## src/rtl/pc_stack_unit.sv

```systemverilog
// -----------------------------------------------------------------------------
// pc_stack_unit
// Program counter with an integrated return-address stack.
//   - PC loads from increment, eabOut, Buss or the stack top (return).
//   - push saves PC+1 as a return address alongside the PC load (call).
//   - push together with return swaps the top entry with PC+1 (coroutine).
//   - Overflow/underflow raise stkErr one cycle after the offending cycle.
// Optional feature macro: PC_STACK_ERR_STICKY_EN
//   defined   -> stkErr stays high from the first error until reset
//   undefined -> stkErr is a one-cycle pulse per error cycle
// -----------------------------------------------------------------------------
module pc_stack_unit #(
   parameter int unsigned      WIDTH     = 16,
   parameter int unsigned      DEPTH     = 8,
   parameter logic [WIDTH-1:0] RESET_VEC = {WIDTH{1'b0}}
) (
   input  logic                       clk,
   input  logic                       reset,
   input  logic                       ldPC,
   input  logic [1:0]                 selPC,
   input  logic                       push,
   input  logic [WIDTH-1:0]           Buss,
   input  logic [WIDTH-1:0]           eabOut,
   output logic [WIDTH-1:0]           PCOut,
   output logic [WIDTH-1:0]           stkTop,
   output logic [$clog2(DEPTH+1)-1:0] stkCount,
   output logic                       stkFull,
   output logic                       stkEmpty,
   output logic                       stkErr
);

   localparam int unsigned CW = $clog2(DEPTH + 1);
   localparam int unsigned IW = (DEPTH > 1) ? $clog2(DEPTH) : 1;

   localparam logic [CW-1:0]    CNT_ZERO = {CW{1'b0}};
   localparam logic [CW-1:0]    CNT_ONE  = {{(CW-1){1'b0}}, 1'b1};
   localparam logic [CW-1:0]    CNT_MAX  = CW'(DEPTH);
   localparam logic [WIDTH-1:0] PC_ONE   = {{(WIDTH-1){1'b0}}, 1'b1};
   localparam logic [WIDTH-1:0] PC_ZERO  = {WIDTH{1'b0}};

   typedef enum logic [1:0] {
      SEL_INC = 2'b00,
      SEL_EAB = 2'b01,
      SEL_BUS = 2'b10,
      SEL_RET = 2'b11
   } sel_e;

   // Error flag update: sticky holds any earlier error, pulse mode tracks the
   // current cycle only.
   function automatic logic err_next(input logic err_cur, input logic event_now);
`ifdef PC_STACK_ERR_STICKY_EN
      return err_cur | event_now;
`else
      return event_now & ~(err_cur & 1'b0);
`endif
   endfunction

   // State registers
   logic [WIDTH-1:0] pc_q, pc_d;
   logic [CW-1:0]    cnt_q, cnt_d;
   logic             err_q, err_d;
   logic [WIDTH-1:0] stk_mem_q [DEPTH];

   // Derived / control signals
   logic [WIDTH-1:0] pc_inc_s;
   logic [WIDTH-1:0] top_s;
   logic [IW-1:0]    top_idx_s;
   logic [IW-1:0]    wr_idx_s;
   logic [WIDTH-1:0] wr_data_s;
   logic             wr_en_s;
   logic             empty_s;
   logic             full_s;
   logic             ovf_s;
   logic             unf_s;

   assign pc_inc_s  = pc_q + PC_ONE;
   assign empty_s   = (cnt_q == CNT_ZERO);
   assign full_s    = (cnt_q == CNT_MAX);
   assign top_idx_s = IW'(cnt_q - CNT_ONE);

   // Top-of-stack view: entries beyond the count are stale, so an empty
   // stack always reads as zero regardless of what storage holds.
   always_comb begin
      top_s = PC_ZERO;
      if (empty_s) begin
         top_s = PC_ZERO;
      end else begin
         top_s = stk_mem_q[top_idx_s];
      end
   end

   // Next-state decode for PC, stack pointer, stack write port and error.
   always_comb begin
      pc_d      = pc_q;
      cnt_d     = cnt_q;
      wr_en_s   = 1'b0;
      wr_idx_s  = IW'(cnt_q);
      wr_data_s = pc_inc_s;
      ovf_s     = 1'b0;
      unf_s     = 1'b0;

      if (ldPC) begin
         case (selPC)
            SEL_INC: pc_d = pc_inc_s;
            SEL_EAB: pc_d = eabOut;
            SEL_BUS: pc_d = Buss;
            SEL_RET: begin
               if (empty_s) begin
                  // Underflow: PC holds, nothing is pushed even with push=1.
                  unf_s = 1'b1;
               end else begin
                  pc_d = top_s;
                  if (push) begin
                     // Swap: overwrite the top in place, depth unchanged.
                     wr_en_s  = 1'b1;
                     wr_idx_s = top_idx_s;
                  end else begin
                     cnt_d = cnt_q - CNT_ONE;
                  end
               end
            end
            default: pc_d = pc_q;
         endcase

         // Call: the return address is pushed alongside the PC load. A full
         // stack still takes the PC load but drops the push.
         if (push && (selPC != SEL_RET)) begin
            if (full_s) begin
               ovf_s = 1'b1;
            end else begin
               wr_en_s  = 1'b1;
               wr_idx_s = IW'(cnt_q);
               cnt_d    = cnt_q + CNT_ONE;
            end
         end else begin
            wr_data_s = pc_inc_s;
         end
      end else begin
         pc_d  = pc_q;
         cnt_d = cnt_q;
      end

      err_d = err_next(err_q, ovf_s | unf_s);
   end

   // PC, stack depth and error flag; reset wins over every other control.
   always_ff @(posedge clk) begin
      if (reset) begin
         pc_q  <= RESET_VEC;
         cnt_q <= CNT_ZERO;
         err_q <= 1'b0;
      end else begin
         pc_q  <= pc_d;
         cnt_q <= cnt_d;
         err_q <= err_d;
      end
   end

   // Stack entry storage; not cleared on reset since the depth counter
   // already marks every entry as invalid.
   always_ff @(posedge clk) begin
      if (!reset && wr_en_s) begin
         stk_mem_q[wr_idx_s] <= wr_data_s;
      end else begin
         stk_mem_q[wr_idx_s] <= stk_mem_q[wr_idx_s];
      end
   end

   assign PCOut    = pc_q;
   assign stkTop   = top_s;
   assign stkCount = cnt_q;
   assign stkFull  = (stkCount == CNT_MAX);
   assign stkEmpty = (stkCount == CNT_ZERO);
   assign stkErr   = err_q;

endmodule

```

## config.mk

```make
export PLATFORM = sky130hd
export DESIGN_NAME = pc_stack_unit
export DESIGN_NICKNAME = d
export VERILOG_FILES = /design/src/rtl/pc_stack_unit.sv
export SDC_FILE = /design/constraint.sdc
export NUM_CORES = 1
export LEC_CHECK = 0
export ABC_AREA = 1
export BUFFER_PORTS_ARGS = -buffer_cell sky130_fd_sc_hd__buf_2
export CAP_MARGIN = 20
export CORE_ASPECT_RATIO = 0.5
export CORE_MARGIN = 5
export CORE_UTILIZATION = 44
export CTS_BUF_LIST = sky130_fd_sc_hd__clkbuf_4 sky130_fd_sc_hd__clkbuf_8
export DETAILED_ROUTE_END_ITERATION = 10
export GPL_TIMING_DRIVEN = 0
export PLACE_DENSITY = 0.62
export RECOVER_POWER = 100
export SETUP_SLACK_MARGIN = 0.15
export SYNTH_ARGS = -nofsm -noshare
export SYNTH_HDL_FRONTEND = slang
export SYNTH_SLANG_ARGS = --single-unit
```

## constraint.sdc

```tcl
create_clock -name clk -period 4.15 [get_ports clk]
set_input_delay 0.2075 -clock clk [delete_from_list [all_inputs] [get_ports clk]]
set_output_delay 0.2075 -clock clk [all_outputs]
set_load 0.05 [all_outputs]
```

# Yosys cells after proc, flatten, opt, wreduce, memory -nomap -nowiden
# Memories as Yosys holds them, arrays and structs flattened.
# Index checks and enable logic that the tools add are counted.
[totals] regBits=21 ramBits=128 input_bits=38 elab_cells=53 memories=1
[mem_list] memory="stk_mem_q" words=8 word_bits=16 rd=1 rd_clocked_by_memory_dff=0 write_ports=1 line_no="62" rtl="logic [WIDTH-1:0] stk_mem_q [DEPTH];"
[classes] add_sub_neg=3 n_eq_ne=7 muxes=30 bitwise=2 reduce_logical=7
[op_table] operator="16-bit case mux with 4 select lines" n=1
[op_table] operator="16-bit 2-to-1 mux" n=3
[op_table] operator="4-bit 2-to-1 mux" n=5
[op_table] operator="3-bit 2-to-1 mux" n=6
[op_table] operator="16-bit by 1-bit adder with 16-bit output, second input constant" n=1
[op_table] operator="1-bit 2-to-1 mux" n=15
[op_table] operator="4-bit by 1-bit adder with 4-bit output, second input constant" n=1
[op_table] operator="2-bit == test, second input constant" n=2
[op_table] operator="4-bit == test, second input constant" n=1
[op_table] operator="4-bit logical NOT" n=1
[op_table] operator="2-bit != test, second input constant" n=2
[op_table] operator="2-bit AND reduction" n=2
[op_table] operator="4-bit by 1-bit subtractor with 4-bit output, second input constant" n=1
[op_table] operator="2-bit by 1-bit == test with 1-bit output, second input constant" n=1
[op_table] operator="1-bit logical AND" n=2
[op_table] operator="2-bit logical NOT" n=1
[op_table] operator="1-bit bitwise OR" n=2
[op_table] operator="1-bit logical NOT" n=1
[op_table] operator="0-bit != test" n=1

# Longest topological paths before layout
# Gate-level depths: netlist of run 1.
[logic_depth] word_depth=10 depth_mapped=14 depth_no_buf=12

# Worst setup path after synthesis of run 1
# Ideal clock, no wire load.
[synth_timing] path_kind="reg-to-reg" from="register cnt_q[0] (netlist: stkCount[0])" to="memory stk_mem_q[6][0] (enable)" setup_time_ps=388 t_arrival_ps=2909 required_time_ps=3762 path_slack_ps=852 path_stages_with_launch=12 n_path_buf=2 synth_period_minus_slack_ps=3298 path_cell_list="dfxtp_1 inv_2 buf_2 buf_2 ha_1 nand3_4 inv_2 nand2_2 o21ai_2 nor4_4 nand2_2 nor2_1"
[synth_between] elab_chain_len=10 elab_cells_between_ends=20 classes_between="1 x add/sub; 1 x eq/ne; 14 x mux; 1 x bitwise; 3 x reduce/logical"
[synth_lines] element="from (decl)" line_no="60" rtl="logic [CW-1:0] cnt_q, cnt_d;"
[synth_lines] element="from (signal assigned)" line_no="154" rtl="cnt_q <= cnt_d;"
[synth_lines] element="4-bit logical NOT *"
[synth_lines] element="via stkEmpty" line_no="28" rtl="output logic stkEmpty,"
[synth_lines] element="1-bit 2-to-1 mux" line_no="108" rtl="if (empty_s) begin"
[synth_lines] element="1-bit 2-to-1 mux" line_no="103" rtl="case (selPC)"
[synth_lines] element="1-bit 2-to-1 mux" line_no="128" rtl="if (full_s) begin"
[synth_lines] element="1-bit 2-to-1 mux" line_no="127" rtl="if (push && (selPC != SEL_RET)) begin"
[synth_lines] element="1-bit 2-to-1 mux" line_no="102" rtl="if (ldPC) begin"
[synth_lines] element="1-bit logical AND" line_no="162" rtl="if (!reset && wr_en_s) begin"
[synth_lines] element="1-bit 2-to-1 mux, on equally long branches" line_no="162, 165"
[synth_lines] element="1-bit 2-to-1 mux (not written as such) / 2-bit AND reduction (equally long branches)"
[synth_lines] element="1-bit bitwise OR (no line)"
[synth_lines] element="to (decl)" line_no="62"
# The timed path passes the listed nets; every way through them passes the cells marked *.

# Worst setup path in the final report of run 1
[layout_timing] from="register cnt_q[0] (netlist: stkCount[0])" to="output stkTop[13]"
[layout_between] elab_chain_len=3 elab_cells_between_ends=4 classes_between="1 x add/sub; 1 x mux; 1 x reduce/logical; 1 x memory"
[layout_lines] element="4-bit by 1-bit subtractor with 4-bit output"
[layout_lines] element="memory read 8 x 16 bit"
[layout_lines] element="16-bit 2-to-1 mux *" line_no="85" rtl="if (empty_s) begin"
[layout_lines] element="to (decl)" line_no="25" rtl="output logic [WIDTH-1:0] stkTop,"
# Every way passes the cells marked *; elsewhere a longest branch is shown, timed or not.

==> summary.md, run 1 <==
| Metric | Value |
|---|---|
| Status | completed |
| CTS tree | done |
| Max FO, Critical Path | 11 |
| Synth Instances | 839 |
| Most used DFF post-synth | edfxtp_1 |
| Synth area leader | edfxtp_1 |
| Clk Latency, worst-skew pair | about 0.46 ns |
| Worst VDD drop | 0.156 mV |
| Yosys top cell area share | 51.8% |
| Final WL | approximately 22,000 µm |
| Setup TNS Final | 0 ns |
| CTS root buf | clkbuf_8 |
| Synth async-reset ratio | 0% |
| Crit path DAT | approximately 3.7 ns |
| Wirelength per Cell | 18.8 µm |
| Final Setup Violations | 0 |
| Grt ovf | 0 |
| Global-route wire length before repair | 33,100 µm |
| Synth top cells by count | nand2_1, edfxtp_1, inv_1 |
| DRT antenna net count | 0 |
| Worst-Margin Slew | 0.921 ns |
| ANT cells | 0 |
| Final min period | between 3 and 4 ns |
| EDFF count, synth | 128 |
| DP HPWL | between 15,000 and 20,000 µm |
| TritonCTS Sinks | 149 |
| Distinct cells, synth | 37 |
| Critical Path End Type | output port |
| Slew headroom | 38.4% |
| Critical path class | flop to output port |
| GRT Overall Usage | 22.5% |
| Leak pwr | 0.00371 µW |
| CTS clk-pin slew, worst paths | ~0.090 ns |
| CTS Hold Bufs | 0 |
| Boundary Pins | 77 |
| DR pass1 iterations | 5 |
| Syn_area_per_cell | about 8.8 µm² |
| Main area contributors after synthesis | edfxtp_1, nand2_1, nand3_1, inv_1, dfxtp_1 |
| Period utilization | 93.2% |
| Largest net degree at the start of global routing | 17 |
| Layout Nets | 982 |
| Max-cap violation count | 0 |
| Crit path launch type | flop |
| Drt via density | 5.23 |
| IO buf count | 74 |
| Die H | around 100 µm |
| DRC viols | 0 |
| Area of the mapped netlist | 7420 µm² |
| Initial antenna violation count | 0 |
| Final RePlAce weighted congestion | 0.970 |
| Hold Fails Final Rpt | 0 |
| TritonCTS Buffers | 17 |
| Worst hold margin | between 0.07 and 0.08 ns |
| Share of layout cells above drive strength 1 | 15.2% |
| Die Area | 19,700 µm² |
| RSZ-0062 raised after global routing | no |
| Drt initial violations | 653 |
| Final max-slew violation count | 0 |
| Syn_nets | 881 |
| Layout area overhead | 15.2% |
| Initial Utilization | 45.1% |
| Most instantiated library cell after synthesis | nand2_1 |
| CP Data Required Time | 3.94 ns |
| Clock Path Buffers | 2 |
| Worst Hold Class | input port to flop |
| Fmax | approximately 260 MHz |
| Total number of vias | 6,176 |
| Row count | 33 |
| DP Area | 8220 µm² |
| Worst Clk Skew | ~0.018 ns |
| Core box area | 16,500 µm² |
| Flops & latches, synth | 149 |
| Sequential share of the synthesized area | 57.5% |
| Setup bufs post-CTS | 0 |
| Final instance area | 8550 µm² |
| DIE WIDTH | approximately 190 µm |
| H-tree depth | 4 |
| Number of global-route vias before repair | 5,790 |
| Layout filler cell count | 1,538 |
| Synthesis Warnings | 0 |
| Power per cell area | 428 nW/µm² |
## power by group
group          total [µW]  switching (µW)  internal, µW  leakage (µW)
sequential           1700            30.2          1670       0.00136
clock                1110             610           496      0.000184
combinational         848             648           200       0.00216
## repair_timing
item,CTS,global route
endpoints found under the setup margin,0,2
resized for setup,0,2
endpoints found under the hold margin,0,0
## logic make-up (layout without fill, tap and decap cells)
logic type | after synthesis | count (layout) | synth area share, %
simple gates | 451 | 451 | 27.2
buf+inv | 161 | 275 | 8.92
flops | 149 | 149 | 57.5
compound gates | 66 | 66 | 4.75
xor+xnor | 8 | 8 | 1.05
fa+ha+maj | 4 | 4 | 0.674
## metrics by stage
| step | setup slack, ns | utilization (%) | cells | total power, µW |
|---|---|---|---|---|
| finish | 0.283 | 51.9 | 1180 | 3660 |
| global route | 0.0901 | 51.9 | 1180 | 3790 |
| CTS | 0.333 | 52.2 | 1180 | 3660 |
| detailed placement | 0.472 | 49.9 | 1148 | 2580 |
| global placement | -0.272 | 49.0 | 1140 | 2560 |
| floorplan | 0.852 | - | 839 | 2300 |
## critical path, cell delays in order, from the launching register on
cell	delay (ns)
dfxtp_1	0.53
inv_2	0.14
buf_2	0.24
buf_2	0.24
ha_1	0.29
nand3_1	0.38
clkbuf_1	0.64
and3_1	0.26
clkbuf_1	0.48
## path summary, 6_finish.rpt
kind | start | endpoint | slack, ns | cells after the start
setup / recovery | stkCount[0]$_SDFFE_PP0P_ | stkTop[13] | 0.28 | 8
setup reg to reg | stkCount[0]$_SDFFE_PP0P_ | stk_mem_q[6][13]$_DFFE_PP_ | 0.30 | 12
hold reg to reg | PCOut[1]$_SDFFE_PP0P_ | PCOut[1]$_SDFFE_PP0P_ | 0.53 | 2
hold / removal | Buss[5] | PCOut[5]$_SDFFE_PP0P_ | 0.07 | 5
## flip-flops by register name, summed over array words and instances, names as in the netlist
name / flops
PCOut: 16
stkErr: 1
stk_mem_q: 128
stkCount: 4
## area by class of cell
type                            count  area, µm²  area share [%]
Multi-Input combinational cell    529       2490            29.1
Timing Repair Buffer               82        465            5.45
Sequential cell                   149       4260            49.9
Inverter                          125        472            5.52
Clock inverter                     14        140            1.64
Buffer                             36        191            2.24
Tap cell                          227        284            3.32
Clock buffer                       18        241            2.83
## cell usage in the layout, fill, tap and decap left out, types with 2 or more instances in the layout
cell type     n
a21oi_1      24
a22o_1        2
and3_1       17
buf_2        55
buf_4         2
buf_6         5
buf_8         5
clkbuf_1     34
clkbuf_2     16
clkbuf_8     17
clkinv_4      2
clkinvlp_4    4
dfxtp_1      21
edfxtp_1    128
ha_1          4
inv_1       117
inv_2         7
inv_6         4
inv_8         2
nand2_1     219
nand2_2       4
nand2_4       3
nand3_1      89
nand4_1      25
nor2_1       79
nor2_2        7
o21ai_0      32
o21ai_1       3
or2_2         2
xor2_1        7
## routing by layer
| layer | up-vias | track usage (%) | share of wire, % | routed length [µm] |
|---|---|---|---|---|
| met5 | - | 0 | 0 | 0 |
| met4 | 0 | 7.72 | 2.2 | 486 |
| met3 | 38 | 4.74 | 8.3 | 1850 |
| met2 | 257 | 36.8 | 45 | 10000 |
| met1 | 2927 | 30.6 | 44 | 9850 |
| li1 | 2954 | - | - | - |
(Power assumes the default switching activity.)
==> run 2: changes to the inputs <==
--- a/config.mk
+++ b/config.mk
@@ -11,7 +11,7 @@
 export CORE_ASPECT_RATIO = 0.5
 export CORE_MARGIN = 5
 export CORE_UTILIZATION = 44
-export CTS_BUF_LIST = sky130_fd_sc_hd__clkbuf_4 sky130_fd_sc_hd__clkbuf_8
+export CTS_BUF_LIST = sky130_fd_sc_hd__clkbuf_2
 export DETAILED_ROUTE_END_ITERATION = 10
 export GPL_TIMING_DRIVEN = 0
 export PLACE_DENSITY = 0.62
==> summary.md, run 2 (synthesis results as in run 1) <==
| Metric | Value |
|---|---|
| Status | completed (unchanged) |
| DRC viols | 0 (unchanged) |
| Register area | 4270 µm² (was 4260 µm²) |
| Layout area overhead | 17.6% (was 15.2%) |
| Die Area | 19,700 µm² (unchanged) |
| RSZ-0062 raised after global routing | no (unchanged) |
| Period utilization | 93.1% (was 93.2%) |
| Max-cap violation count | 0 (unchanged) |
| Layout filler cell count | 1,545 (was 1,538) |
| Max FO, Critical Path | 11 (unchanged) |
| Largest net degree at the start of global routing | 17 (unchanged) |
| DIE WIDTH | 194 µm (unchanged) |
| GRT Overall Usage | 23.0% (was 22.5%) |
| Worst Hold Class | input port to flop (unchanged) |
| Global-route wire length before repair | 34,100 µm (was 33,100 µm) |
| Total number of vias | 6,352 (was 6,176) |
| Hold Fails Final Rpt | 0 (unchanged) |
| Slew headroom | 31.8% (was 38.4%) |
| Final Setup Violations | 0 (unchanged) |
| DRT antenna net count | 0 (unchanged) |
| Worst Clk Skew | 0.0551 ns (was 0.0179 ns) |
| Row count | 33 (unchanged) |
| Setup TNS Final | 0 ns (unchanged) |
| TritonCTS Buffers | 17 (unchanged) |
| Leading cell type in the layout, fill and taps excluded | nand2_1 (unchanged) |
| ANT cells | 0 (unchanged) |
| Critical path class | flop to output port (unchanged) |
| Initial antenna violation count | 0 (unchanged) |
| DR pass1 iterations | 9 (was 5) |
| Final min period | 3.86 ns (was 3.87 ns) |
| Boundary Pins | 77 (unchanged) |
| R2R depth | 13 (was 12) |
| Multi-input logic area | 2500 µm² (was 2490 µm²) |
| Crit path DAT | 3.66 ns (about the same) |
| CTS root buf | clkbuf_2 (was clkbuf_8) |
| CP Data Required Time | 3.94 ns (about the same) |
| Final RePlAce weighted congestion | 0.970 (unchanged) |
| Commonest cells after routing, fill and taps aside | nand2_1, edfxtp_1, inv_1 (unchanged) |
| Drt via density | 5.23 (about the same) |
| TritonCTS Sinks | 149 (unchanged) |
| CTS clk-pin slew, worst paths | 0.24 ns (was 0.09 ns) |
| Die H | 102 µm (unchanged) |
| Most flops, register | stk_mem_q (unchanged) |
| Clock Path Buffers | 2 (unchanged) |
| Worst-Margin Slew | 1.02 ns (was 0.921 ns) |
| H-tree depth | 4 (unchanged) |
| Layout Nets | 1,017 (was 982) |
| DP HPWL | 16,300 µm (unchanged) |
| Wirelength per Cell | 18.7 µm (was 18.8 µm) |
| Final max-slew violation count | 0 (unchanged) |
| Crit path launch type | flop (unchanged) |
| Fmax | 259 MHz (about the same) |
| Final core occ | 53.0% (was 51.9%) |
| Worst VDD drop | 0.159 mV (was 0.156 mV) |
| Number of global-route vias before repair | 6,016 (was 5,790) |
| Grt ovf | 0 (unchanged) |
| Share of layout cells above drive strength 1 | 15.0% (was 15.2%) |
| Drt initial violations | 624 (was 653) |
| WHS Path Cells | 5 (unchanged) |
| CTS tree | done (unchanged) |
| Core box area | 16,500 µm² (unchanged) |
| Leak pwr | 0.00381 µW (was 0.00371 µW) |
| Max reg flops | 128 (unchanged) |
| Critical Path End Type | output port (unchanged) |
| Worst setup path start | stkCount[0]$_SDFFE_PP0P_ (unchanged) |
| Min-delay src | selPC[0] (was Buss[5]) |
| IO buf count | 74 (unchanged) |
| Clk Latency, worst-skew pair | 0.75 ns (was 0.46 ns) |
| Initial Utilization | 45.1% (unchanged) |
| Final WL | 22,700 µm (was 22,200 µm) |
| Total Power | 3410 µW (was 3660 µW) |
| R2R Path Start | stkCount[0]$_SDFFE_PP0P_ (unchanged) |
| Power per cell area | 391 nW/µm² (was 428 nW/µm²) |
[run 2: path summary, 6_finish.rpt]
kind,endpoint,slack [ns]
setup / recovery,stkTop[6],0.29
hold / removal,stkErr$_SDFF_PP0_,0.02
setup reg to reg,stk_mem_q[5][13]$_DFFE_PP_,0.34
hold reg to reg,PCOut[1]$_SDFFE_PP0P_,0.55
[run 2: worst max-delay path: stages, from the launching register on]
cell	delay (ns)
dfxtp_2	0.43
inv_2	0.13
buf_2	0.29
buf_2	0.31
ha_1	0.34
nand2_1	0.13
nand2_4	0.18
clkbuf_1	0.49
nand3_1	0.20
and3_1	0.19
clkbuf_2	0.23
[run 2: report_power, final]
part           switching [µW]  total [µW]  leakage (µW)  internal, µW
registers                30.7        1700       0.00136          1670
logic                     653         884       0.00232           231
clock network             587         822      0.000132           234
[run 2: final cells by class]
type	count	share of cell area, %
flip-flops and latches	149	48.9
multi-input cells	529	28.6
repair buffers	117	8.99
inverters	125	5.40
well taps	227	3.25
plain buffers	36	2.22
clock inverters	14	1.61
clock buffers	18	1.03
[run 2: stage by stage]
stage	cells	worst slack [ns]	cell area (µm²)	hold slack [ns]
finish	1215	0.285	8730	0.0205
floorplan	839	0.852	7420	0.353
global placement	1140	-0.272	8080	0.510
CTS	1215	0.169	8810	0.0162
global route	1215	0.111	8730	0.0258
detailed placement	1148	0.472	8220	0.510
[run 2: per-layer routing]
layer / routed length (µm) / GRT usage [%] / part of all wire (%) / vias to the layer above
met4: 533 / 7.01 / 2.3 / 0
met3: 1970 / 4.25 / 8.7 / 45
li1: - / - / - / 3023
met5: 0 / 0 / 0 / -
met1: 9930 / 31.2 / 44 / 2998
met2: 10300 / 38.5 / 45 / 286
[run 2: what timing repair did]
action / in CTS / in global routing
gates resized for setup: 3 / 3
hold endpoints to repair: 21 / 0
cloned: 0 / 0
pin swaps: 0 / 0
hold buffers: 35 / 0
buffers inserted: 0 / 0
endpoints found under the setup margin: 13 / 15
==> run 3: changes to the inputs <==
--- a/config.mk
+++ b/config.mk
@@ -9,7 +9,7 @@
 export BUFFER_PORTS_ARGS = -buffer_cell sky130_fd_sc_hd__buf_2
 export CAP_MARGIN = 20
 export CORE_ASPECT_RATIO = 0.5
-export CORE_MARGIN = 5
+export CORE_MARGIN = 2
 export CORE_UTILIZATION = 44
 export CTS_BUF_LIST = sky130_fd_sc_hd__clkbuf_2
 export DETAILED_ROUTE_END_ITERATION = 10
==> summary.md, run 3 (synthesis results as in run 1) <==
| Metric | Value |
|---|---|
| Worst Clk Skew | 0.0369 ns (was 0.0551 ns) |
| Worst setup margin | 0.265 ns (was 0.285 ns) |
| Wirelength per Cell | 17.8 µm (was 18.7 µm) |
| Max FO, Critical Path | 11 (unchanged) |
| Final max-slew violation count | 0 (unchanged) |
| Layout filler cell count | 1,585 (was 1,545) |
| Drt initial violations | 594 (was 624) |
| Flop2flop setup slack | 0.27 ns (was 0.34 ns) |
| IO buf count | 74 (unchanged) |
| Grt ovf | 0 (unchanged) |
| Worst-Margin Slew | 0.979 ns (was 1.02 ns) |
| Fmax | 257 MHz (was 259 MHz) |
| R2R depth | 16 (was 13) |
| Initial antenna violation count | 0 (unchanged) |
| Drt via density | 5.16 (was 5.23) |
| DRT antenna net count | 0 (unchanged) |
| H-tree depth | 4 (unchanged) |
| Register area | 4270 µm² (unchanged) |
| Buf+Inv Stages, Crit Path | 8 (was 5) |
| CTS root buf | clkbuf_2 (unchanged) |
| Clk Latency, worst-skew pair | 0.76 ns (was 0.75 ns) |
| Die H | 95.8 µm (was 102 µm) |
| Family with the most delay on the worst path | buffers and inverters (unchanged) |
| Crit path DAT | 4.55 ns (was 3.66 ns) |
| Crit path launch type | flop (unchanged) |
| Critical path class | flop to flop (was flop to output port) |
| DIE WIDTH | 188 µm (was 194 µm) |
| Worst VDD drop | 0.147 mV (was 0.159 mV) |
| Worst Hold Class | input port to flop (unchanged) |
| Min-delay src | selPC[0] (unchanged) |
| Row count | 33 (unchanged) |
| Max-cap violation count | 0 (unchanged) |
| CTS tree | done (unchanged) |
| Power per cell area | 385 nW/µm² (was 391 nW/µm²) |
| Total number of vias | 6,280 (was 6,352) |
| CTS clk-pin slew, worst paths | 0.24 ns (about the same) |
| DRC viols | 0 (unchanged) |
| RSZ-0062 raised after global routing | no (unchanged) |
| DP HPWL | 15,700 µm (was 16,300 µm) |
| Core box area | 16,400 µm² (was 16,500 µm²) |
| Layout Nets | 1,020 (was 1,017) |
| Max reg flops | 128 (unchanged) |
| Initial Utilization | 45.2% (was 45.1%) |
| TritonCTS Buffers | 17 (unchanged) |
| Boundary Pins | 77 (unchanged) |
| Post-Place Setup Slack | 0.699 ns (was 0.472 ns) |
| Critical Path End Type | flop (was output port) |
| ANT cells | 0 (unchanged) |
| Worst reg2reg path endpoint | PCOut[14]$_SDFFE_PP0P_ (was stk_mem_q[5][13]$_DFFE_PP_) |
| Share of layout cells above drive strength 1 | 14.2% (was 15.0%) |
| Final Setup Violations | 0 (unchanged) |
| Most flops, register | stk_mem_q (unchanged) |
| Hold Fails Final Rpt | 0 (unchanged) |
| TritonCTS Sinks | 149 (unchanged) |
| Layout area overhead | 17.7% (was 17.6%) |
| Final WL | 21,700 µm (was 22,700 µm) |
| Slowest-stage cell, CP | dlygate4sd3_1 (was clkbuf_1) |
| Largest net degree at the start of global routing | 17 (unchanged) |
| Number of global-route vias before repair | 5,826 (was 6,016) |
| R2R Path Start | stkCount[0]$_SDFFE_PP0P_ (unchanged) |
| CP Data Required Time | 4.81 ns (was 3.94 ns) |
| DR pass1 iterations | 5 (was 9) |
| Clock Path Buffers | 2 (unchanged) |
| Final min period | 3.88 ns (was 3.86 ns) |
| Cell Chain, Critical Path | inv_1 > buf_2 > buf_2 > ha_1 > inv_1 > nand2_1 > nand2_4 > inv_4 > buf_6 > nand3_1 > nand4_1 > nand3_1 > dlygate4sd3_1 > nor2_1 > nor2_1 > dlygate4sd3_1 (was inv_2 > buf_2 > buf_2 > ha_1 > nand2_1 > nand2_4 > clkbuf_1 > nand3_1 > and3_1 > clkbuf_2) |
| Worst path depth | 16 (was 10) |
| Period utilization | 93.6% (was 93.1%) |
| Leak pwr | 0.00382 µW (was 0.00381 µW) |
| WHS Path Cells | 6 (was 5) |
| Final RePlAce weighted congestion | 0.927 (was 0.970) |
| Hold path endpoint | PCOut[11]$_SDFFE_PP0P_ (was stkErr$_SDFF_PP0_) |
| Commonest cells after routing, fill and taps aside | nand2_1, edfxtp_1, inv_1 (unchanged) |
| Setup bufs post-CTS | 0 (unchanged) |
| Multi-input logic area | 2480 µm² (was 2500 µm²) |
| Status | completed (unchanged) |
| Die Area | 18,000 µm² (was 19,700 µm²) |
| Global-route wire length before repair | 33,100 µm (was 34,100 µm) |
| Leading cell type in the layout, fill and taps excluded | nand2_1 (unchanged) |
| GRT Overall Usage | 25.2% (was 23.0%) |
| Slew headroom | 34.5% (was 31.8%) |
| Final core occ | 53.2% (was 53.0%) |
| Slowest Stage Delay on Critical Path | 0.57 ns (was 0.49 ns) |
-- run 3: per-layer routing --
metal  vias to the layer above  global-route usage [%]  part of all wire (%)
li1                       3031                       -                     -
met1                      2939                    36.3                    46
met2                       285                    39.6                    43
met3                        25                    4.70                   9.8
met4                         0                    6.17                   1.0
met5                         -                       0                     0
-- run 3: power by group --
| part | internal (µW) | switching (µW) |
|---|---|---|
| Clock | 180 | 602 |
| Sequential | 1670 | 31.6 |
| Combinational | 234 | 642 |
-- run 3: timing repair --
action                     CTS  global route
resized for setup            1             7
setup endpoints to repair    3            14
hold endpoints to repair    21             0
hold buffers                40             0
-- run 3: worst max-delay path by stage --
| stage | startpoint | endpoint | slack (ns) |
|---|---|---|---|
| global route | stkCount[0]$_SDFFE_PP0P_ | stk_mem_q[6][13]$_DFFE_PP_ | 0.08 |
| CTS | stkCount[0]$_SDFFE_PP0P_ | PCOut[3]$_SDFFE_PP0P_ | 0.19 |
| global placement | stkCount[0]$_SDFFE_PP0P_ | stk_mem_q[1][0]$_DFFE_PP_ | -0.06 |
| detailed placement | stkCount[0]$_SDFFE_PP0P_ | stk_mem_q[1][0]$_DFFE_PP_ | 0.70 |
| floorplan | stkCount[0]$_SDFFE_PP0P_ | stk_mem_q[6][0]$_DFFE_PP_ | 0.85 |
| finish | stkCount[0]$_SDFFE_PP0P_ | PCOut[14]$_SDFFE_PP0P_ | 0.27 |
-- run 3: final cells by class --
type | count | area share [%]
Buffer | 36 | 2.23
Clock buffer | 18 | 1.03
Clock inverter | 14 | 1.39
Inverter | 125 | 5.40
Multi-Input combinational cell | 529 | 28.4
Sequential cell | 149 | 48.8
Tap cell | 227 | 3.25
Timing Repair Buffer | 120 | 9.49
-- run 3: metrics by stage --
stage               TNS [ns]  area (µm²)  power, µW  hold slack (ns)  std cells
global route               0        8740       3500           0.0247       1218
detailed placement         0        8190       2570            0.516       1146
CTS                        0        8800       3370           0.0103       1218
finish                     0        8740       3360           0.0499       1218
floorplan                  0        7420       2300            0.353        839
global placement       -1.03        8080       2560            0.518       1140
-- run 3: tightest hold or removal path: cells and delay by family --
kind / cells / cell delay (ns)
buffers and inverters: 1 / 0.15
AOI/OAI and AO/OA: 1 / 0.05
and+or+nand+nor: 4 / 0.36
